[config.mk]
export PLATFORM = sky130hd
export DESIGN_NAME = uart_tx_core
export DESIGN_NICKNAME = d
export VERILOG_FILES = /design/src/rtl/uart_pkg.sv /design/src/rtl/uart_tx_baudgen.sv /design/src/rtl/uart_tx_core.sv
export SDC_FILE = /design/constraint.sdc
export NUM_CORES = 1
export LEC_CHECK = 0
export CAP_MARGIN = 20
export CORE_MARGIN = 5
export CORE_UTILIZATION = 59
export CTS_BUF_LIST = sky130_fd_sc_hd__clkbuf_8 sky130_fd_sc_hd__clkbuf_16
export CTS_CLUSTER_SIZE = 28
export DETAILED_ROUTE_END_ITERATION = 8
export GPL_TIMING_DRIVEN = 0
export PLACE_DENSITY = 0.83
export SYNTH_ARGS = -nofsm -noshare
export SYNTH_HDL_FRONTEND = slang
export SYNTH_SLANG_ARGS = --single-unit
[constraint.sdc]
create_clock -name iCLOCK -period 2.5 [get_ports iCLOCK]
set_clock_uncertainty 0.1 [all_clocks]
set_input_delay 0.5 -clock iCLOCK [delete_from_list [all_inputs] [get_ports iCLOCK]]
set_output_delay 0.5 -clock iCLOCK [all_outputs]
set_load 0.02 [all_outputs]
[src/rtl/uart_pkg.sv]
// ---------------------------------------------------------------------------
// uart_pkg
// Purpose : Shared constants for the UART transmitter slice: the 2-bit FSM
//           state encoding, frame geometry and the baud divider calculation.
// Ports   : none (package)
// ---------------------------------------------------------------------------
package uart_pkg;

    // FSM state encoding; code 3 is unused and recovers to IDLE.
    typedef logic [1:0] state_t;
    localparam state_t IDLE = 2'd0;
    localparam state_t SEND = 2'd1;
    localparam state_t DONE = 2'd2;

    // Frame geometry: start bit + 8 data bits + stop bit.
    localparam int FRAME_BITS = 10;
    localparam int DATA_BITS  = 8;

    // Width of the bit index register (must hold 0..FRAME_BITS-1).
    localparam int IDX_W = 4;

    // Clock cycles per serial bit, integer-truncated.
    function automatic int baudDiv(input int sCycle, input int baudRate);
        return sCycle / baudRate;
    endfunction

endpackage

[src/rtl/uart_tx_baudgen.sv]
// ---------------------------------------------------------------------------
// uart_tx_baudgen
// Purpose : Baud counter for the transmitter. Counts 0..DIV-1 while enabled
//           and emits a one-cycle bit tick when the count reaches DIV-1.
//           When that tick lands on the final (stop) bit it also emits brk_o
//           so the FSM knows the frame is finished.
// Ports   :
//   clock_i  in  1  system clock, rising edge
//   reset_i  in  1  synchronous active-high reset
//   en_i     in  1  count enable (transmitter is in SEND)
//   clr_i    in  1  clear counter (start request accepted)
//   last_i   in  1  current bit is the stop bit
//   bclk_o   out 1  bit tick: current bit has been held DIV cycles
//   brk_o    out 1  bit tick on the last bit of the frame
// ---------------------------------------------------------------------------
module uart_tx_baudgen
    import uart_pkg::*;
#(
    parameter int SCYCLE   = 50000000,
    parameter int BAUDRATE = 115200
) (
    input  logic clock_i,
    input  logic reset_i,
    input  logic en_i,
    input  logic clr_i,
    input  logic last_i,
    output logic bclk_o,
    output logic brk_o
);

    localparam int DIV = baudDiv(SCYCLE, BAUDRATE);
    localparam int CW  = (DIV > 1) ? $clog2(DIV) : 1;
    localparam logic [CW-1:0] CNT_MAX = CW'(DIV - 1);

    logic [CW-1:0] cnt_q;
    logic [CW-1:0] cnt_d;

    // The tick is combinational from the counter so the FSM can act on the
    // same edge that wraps the counter; all outputs of the top stay registered.
    assign bclk_o = en_i && (cnt_q == CNT_MAX);
    assign brk_o  = bclk_o && last_i;

    always_comb begin
        cnt_d = cnt_q;
        if (clr_i) begin
            cnt_d = '0;
        end else if (en_i) begin
            cnt_d = (cnt_q == CNT_MAX) ? '0 : cnt_q + 1'b1;
        end
    end

    always_ff @(posedge clock_i) begin
        if (reset_i) begin
            cnt_q <= '0;
        end else begin
            cnt_q <= cnt_d;
        end
    end

endmodule

[src/rtl/uart_tx_core.sv]
// ---------------------------------------------------------------------------
// uart_tx_core
// Purpose : UART 8N1 transmitter. A host presents a byte with iSTART; the
//           core shifts out start bit, 8 data bits LSB first and a stop bit,
//           each held DIV = SCYCLE/BAUDRATE cycles. oTXBUSY is high while the
//           frame is on the line, oTXDONE pulses for one cycle at frame end.
// Ports   :
//   iCLOCK   in  1  system clock, rising edge
//   iRESET   in  1  synchronous active-high reset
//   iSTART   in  1  transmit request, level-sampled in IDLE
//   iTXDATA  in  8  byte to send, captured when the request is accepted
//   oTXBUSY  out 1  frame in progress
//   oTXDONE  out 1  one-cycle pulse after the stop bit completes
//   oTX      out 1  serial line, idles high
// ---------------------------------------------------------------------------
module uart_tx_core
    import uart_pkg::*;
#(
    parameter int SCYCLE   = 50000000,
    parameter int BAUDRATE = 115200
) (
    input  logic       iCLOCK,
    input  logic       iRESET,
    input  logic       iSTART,
    input  logic [7:0] iTXDATA,
    output logic       oTXBUSY,
    output logic       oTXDONE,
    output logic       oTX
);

    state_t                 state_q, state_d;
    logic [IDX_W-1:0]       idx_q, idx_d;
    logic [DATA_BITS-1:0]   shift_q, shift_d;
    logic                   tx_q, tx_d;
    logic                   busy_q, busy_d;
    logic                   done_q, done_d;

    logic bclk;
    logic brk;
    logic accept;

    assign accept = (state_q == IDLE) && iSTART;

    uart_tx_baudgen #(
        .SCYCLE   (SCYCLE),
        .BAUDRATE (BAUDRATE)
    ) uBaud (
        .clock_i (iCLOCK),
        .reset_i (iRESET),
        .en_i    (state_q == SEND),
        .clr_i   (accept),
        .last_i  (idx_q == IDX_W'(FRAME_BITS - 1)),
        .bclk_o  (bclk),
        .brk_o   (brk)
    );

    // Next-state logic. The line value is registered, so on each bit tick we
    // load the value of the bit that the index is about to advance to: the
    // shift register feeds data bits LSB first, and after the last data bit
    // the line goes high for the stop bit.
    always_comb begin
        state_d = state_q;
        idx_d   = idx_q;
        shift_d = shift_q;
        tx_d    = tx_q;
        busy_d  = busy_q;
        done_d  = 1'b0;
        case (state_q)
            IDLE: begin
                tx_d   = 1'b1;
                busy_d = 1'b0;
                if (iSTART) begin
                    state_d = SEND;
                    shift_d = iTXDATA;
                    idx_d   = '0;
                    tx_d    = 1'b0;
                    busy_d  = 1'b1;
                end
            end
            SEND: begin
                if (brk) begin
                    state_d = DONE;
                    tx_d    = 1'b1;
                    busy_d  = 1'b0;
                    done_d  = 1'b1;
                end else if (bclk) begin
                    idx_d = idx_q + 1'b1;
                    if (idx_q < IDX_W'(DATA_BITS)) begin
                        tx_d    = shift_q[0];
                        shift_d = shift_q >> 1;
                    end else begin
                        tx_d = 1'b1;
                    end
                end
            end
            DONE: begin
                state_d = IDLE;
                tx_d    = 1'b1;
                busy_d  = 1'b0;
            end
            default: begin
                state_d = IDLE;
                idx_d   = '0;
                tx_d    = 1'b1;
                busy_d  = 1'b0;
            end
        endcase
    end

    // State and output registers; reset aborts any frame in flight without
    // producing a done pulse.
    always_ff @(posedge iCLOCK) begin
        if (iRESET) begin
            state_q <= IDLE;
            idx_q   <= '0;
            shift_q <= '0;
            tx_q    <= 1'b1;
            busy_q  <= 1'b0;
            done_q  <= 1'b0;
        end else begin
            state_q <= state_d;
            idx_q   <= idx_d;
            shift_q <= shift_d;
            tx_q    <= tx_d;
            busy_q  <= busy_d;
            done_q  <= done_d;
        end
    end

    assign oTX     = tx_q;
    assign oTXBUSY = busy_q;
    assign oTXDONE = done_q;

endmodule

=== Yosys cells after proc, flatten, opt, wreduce, memory -nomap -nowiden ===
Index checks and enable logic that the tools add are counted.
W data, S select, Z words.

* Eq/ne operators: 10
* Order comparisons: 1
* Bitwise operators: 2
* Add/sub/neg operators: 2
* Multiplexer cells: 22
* Reduce and logical (&&, ||, !) cells: 10

{| class="wikitable"
|+ Operators with widths
! operator !! count
|-
| $mux W8 || 4
|-
| $pmux W8 S2 || 1
|-
| $mux W4 || 3
|-
| $pmux W4 S3 || 1
|-
| $ne A2 B2 Y1 const B || 5
|-
| $add A9 B1 Y9 const B || 1
|-
| $eq A9 B9 Y1 const B || 1
|-
| $mux W9 || 1
|-
| $mux W1 || 7
|-
| $reduce_and A5 Y1 || 1
|-
| $add A4 B1 Y4 const B || 1
|-
| $eq A4 B4 Y1 const B || 1
|-
| $lt A4 B4 Y1 const B || 1
|-
| $mux W2 || 2
|-
| $pmux W1 S2 || 2
|-
| $pmux W2 S2 || 1
|-
| $reduce_and A4 Y1 || 1
|-
| $reduce_or A2 Y1 || 2
|-
| $logic_and A1 B1 Y1 || 3
|-
| $ne A3 B3 Y1 const B || 1
|-
| $eq A2 B1 Y1 const B || 1
|-
| $eq A2 B2 Y1 const B || 1
|-
| $logic_not A2 Y1 || 1
|-
| $not A1 Y1 || 2
|-
| 2 further kinds || 2
|}

* Bits of input ports: 11
* Flip-flop bits (word level): 26
* Output and inout port bits: 3

=== Logic depth before layout (Yosys ltp) ===
* Word-level depth: 5
* Mapped depth: 7

=== Hierarchy ===
A second synthesis with hierarchy kept.

* Cell total of the unflattened synthesis: 134
* Area, all modules: 1247.4 µm²

{| class="wikitable"
|+ By module, submodules not included
! module !! cells an instance !! seq. area each (µm²) !! area an instance (µm²) !! instances
|-
| uart_tx_core || 80 || 340.3 || 782.0 || 1
|-
| uart_tx_baudgen || 54 || 180.2 || 465.4 || 1
|}

=== Least setup slack after synthesis ===
Ideal clock, no wire load.

* Path kind: reg-to-reg
* Start point: reg uBaud.cnt_q[0]
* End point: reg shift_q[5]
* Arrival: 1.420 ns
* Clock period less this slack: 1.588 ns
* Slack: 0.912 ns
* Stages on the path, launching flop included: 7
* Path buffers: 1
* Cells stage by stage: dfxtp_1 > ha_1 > and4bb_4 > nand4b_4 > buf_6 > a22o_1 > a21oi_2

* Word-level cells in the longest chain between the ends: 5
* Elaborated cells between the ends (all ways): 6
* Classes of those cells: 3 x eq/ne; 3 x reduce/logical

{| class="wikitable"
|+ RTL lines
! what !! line !! source
|-
| start, declared || uart_tx_baudgen.sv:35 || <nowiki>logic [CW-1:0] cnt_q;</nowiki>
|-
| start signal, assigned || uart_tx_baudgen.sv:56 || <nowiki>cnt_q <= cnt_d;</nowiki>
|-
| $eq A9 B9 Y1 (*) || uart_tx_baudgen.sv:40 || <nowiki>assign bclk_o = en_i && (cnt_q == CNT_MAX);</nowiki>
|-
| $logic_and A1 B1 Y1 (*) || uart_tx_baudgen.sv:40 ||
|-
| $logic_and A1 B1 Y1 || uart_tx_baudgen.sv:41 || <nowiki>assign brk_o = bclk_o && last_i;</nowiki>
|-
| $ne A2 B2 Y1 (no line) || - ||
|-
| $reduce_and A5 Y1 (no line) (*) || - ||
|-
| end signal, assigned || uart_tx_core.sv:123 || <nowiki>shift_q <= shift_d;</nowiki>
|-
| end, declared || uart_tx_core.sv:33 || <nowiki>logic [DATA_BITS-1:0] shift_q, shift_d;</nowiki>
|}

Mark *: on every way between the ends. The rest lies on a longest branch, timed or not.
A chain may end at the register's enable or synchronous reset.

=== Worst setup path after layout ===
* Start point: in iSTART
* End point: reg shift_q[2]

* Word-level cells in the longest chain between the ends: 2

{| class="wikitable"
|+ RTL lines
! what !! line !! source
|-
| start, declared || uart_tx_core.sv:24 || <nowiki>input logic iSTART,</nowiki>
|-
| $ne A2 B2 Y1 (no line) || - ||
|-
| $reduce_and A5 Y1 (no line) || - ||
|}

Every way passes these cells.

==> impl_metrics.py <==
metrics = {
    "status": {
        "outcome": "finished, final reports clean",
    },
    "sta": {
        "rsz0062_at_grt": "no",
        "timing.final.crit_share": 0.7333,
        "setup_violations": 0,
        "setup-tns-final_ns": 0,
        "period_needed_ns": 1.833,
        "hold_viol_final": 0,
        "worst_pin_slew_ns": 0.4884,
        "drv_slew": 0,
        "fmax_mhz": 545.5,
        "relSlewSlack": 0.6744,
    },
    "grt": {
        "grt_overflow_total": 0,
        "antenna_found_initial": 0,
        "grt_util_all_layers": 0.1899,
        "grt_pass1_vias": 1106,
        "grt_start_max_net_pins": 16,
        "grt_pass1_wl_um": 4981,
    },
    "synth": {
        "synth_top_area_cell": "dfxtp_1",
        "yosys.area.top_type_share": 0.4051,
        "syn_nets": 165,
        "syn_inst": 150,
        "synthesis.area_mm2": 0.001285,
        "avgSynthCellArea_um2": 8.567,
        "synth_cell_types": 38,
        "ys_ff_latch": 26,
        "ys_warn_count": 0,
        "ys_seq_area_frac": 0.4051,
        "synth.top_cells.by_area": "dfxtp_1 41%, nand2_1 6.4%, nand3_1 4.3%",
    },
    "place": {
        "placed_area_mm2": 0.001439,
        "gp_congestion": 0.8631,
        "hpwl_um": 1993,
        "numPortBuffers": 12,
    },
    "setup_path": {
        "required_ns": 2.54,
        "cp_max_fo": 10,
        "crit_arrival_ns": 1.87,
        "cp-end-kind": "register",
        "startpoint_type": "input port",
        "critPathKind": "in -> reg",
    },
    "floorplanning": {
        "dieWidth_um": 56.67,
        "row_count": 16,
        "die-area_mm2": 0.003211,
        "start_util": 0.6355,
        "io_pins": 14,
        "die_y_um": 56.67,
        "core_area_mm2": 0.002022,
    },
    "route": {
        "drt_iter0_drc": 30,
        "avgViaCountPerCell": 5.902,
        "drcViolationCount": 0,
        "vias": 1139,
        "first_pass_iters": 4,
        "antenna_left": 0,
        "wirelength_um": 2832,
        "wl_per_cell_um": 14.67,
    },
    "hold_path": {
        "hp-class": "reg -> reg",
    },
    "cells_and_area": {
        "n_antenna_cell": 0,
        "final_area_mm2": 0.001510,
        "drive_gt1_frac": 0.1205,
        "area_delta_synth_final_pct": 17.53,
        "nNetsFinal": 182,
    },
    "clock_tree": {
        "cts_inserted_buffers": 3,
        "clk_latency_ns": 0.27,
        "cts_setup_buffers": 0,
        "hold_buffers": 0,
        "postCtsResizedCells": 0,
        "cts.path.max_buffers": 2,
        "cts_sinks": 26,
        "h-tree-depth": 1,
        "clk_pin_slew_worst_paths_ns": 0.09,
        "cts_tree": "done",
        "clock-root-buffer": "clkbuf_8",
    },
    "power": {
        "irDropWorstVdd_mv": 0.3824,
        "power.leakage_nw": 0.5723,
        "powerDensity_mw_per_mm2": 583.3,
    },
    "flow_run": {
        "max_cap_violations": 0,
    },
}
==> critical path, cell delays in order <==
cell,delay (ns)
clkdlybuf4s50_1,0.45
nor2b_1,0.28
nand2b_1,0.08
buf_2,0.19
buf_2,0.21
nand3_1,0.10
a21oi_1,0.06
==> placed cells by master (no fill, tap or decap), types with 2 or more instances in the layout <==
master	instances
and4b_1	2
clkdlybuf4s50_1	12
a22o_2	5
clkbuf_8	3
xnor2_1	3
nor2_1	13
o21ai_0	6
a22o_1	2
nor3_1	6
nand3_1	11
inv_1	3
nand2b_1	2
ha_1	4
a21oi_1	10
xor2_1	4
nor2b_1	2
dfxtp_1	26
buf_2	3
nand3b_1	2
or3_1	2
nand2_1	22
nand4_1	2
a21oi_2	2
clkbuf_1	2
==> synthesized netlist by cell type (all sizes together) <==
library cell	count
xnor2	3
xor2	4
or3	2
o2111ai	1
mux2i	1
a31oi	1
dfxtp	26
a21oi	12
nand2b	2
nand2	22
and3	1
a22o	7
o32ai	1
o22ai	1
and2b	1
a221o	1
nand3b	2
and4b	2
ha	4
nor3	6
nand4b	1
nand3	11
a211oi	1
o21ai	6
clkbuf	2
a41oi	1
and4bb	1
nand4	2
inv	3
nor2	13
a22oi	1
nor2b	2
buf	6
==> metal layers <==
metal | routed length [um] | global-route usage | vias up
met4 | 23 | 0.06780 | 0
li1 | - | - | 567
met5 | 0 | 0 | -
met3 | 117 | 0.03211 | 4
met1 | 1376 | 0.2476 | 537
met2 | 1314 | 0.3119 | 31
==> cell families after synthesis <==
logic type                 synth area share
AOI/OAI and AO/OA                    0.1782
xor gates and xnor gates            0.04771
adders and majority gates           0.03895
buffers and inverters               0.04381
DFF                                  0.4051
muxes                              0.007790
and+or+nand+nor                      0.2785
==> path summary, 6_finish.rpt <==
kind | from | to | slack (ns) | depth (start not counted)
worst min-delay path | oTXBUSY | oTXBUSY | 0.37 | 2
worst max register to register | uBaud.cnt_q[0] | shift_q[6] | 0.74 | 6
worst min register to register | oTXBUSY | oTXBUSY | 0.37 | 2
worst max-delay path | iSTART | shift_q[2] | 0.67 | 7
==> per-stage QoR <==
stage	utilization	power, mW	cells	hold WS (ns)	setup WS (ns)
6_report	0.7469	0.8809	193	0.3669	0.6667
5_1_grt	0.7469	0.9165	193	0.3869	0.5514
4_1_cts	0.7469	0.8864	193	0.3705	0.6700
3_5_place_dp	0.7116	0.5429	189	0.3538	0.3810
3_3_place_gp	0.7116	0.5405	189	0.3493	0.3891
2_1_floorplan	-	0.5065	150	0.3437	0.9123
==> state kept, by name, summed over array words and instances (netlist names) <==
| register | cells |
|---|---|
| state_q | 2 |
| idx_q | 4 |
| shift_q | 8 |
| oTX | 1 |
| oTXBUSY | 1 |
| oTXDONE | 1 |
| uBaud.cnt_q | 9 |
==> where the power goes <==
part | switching, mW | total (mW) | internal [mW]
logic | 0.0547 | 0.0986 | 0.0439
clock network | 0.131 | 0.346 | 0.214
registers | 0.00963 | 0.437 | 0.427
==> layout make-up <==
| cell class | count | area, um2 |
|---|---|---|
| multi-input combinational | 113 | 708.2 |
| sequential | 26 | 520.5 |
| fill | 152 | 511.7 |
| timing repair buffer | 12 | 120.1 |
| buffer | 8 | 45.04 |
| clock buffer | 3 | 41.29 |
| tap | 27 | 33.78 |
| clock inverter | 1 | 30.03 |
| inverter | 3 | 11.26 |
No activity file was read; power rests on OpenSTA's default activity.
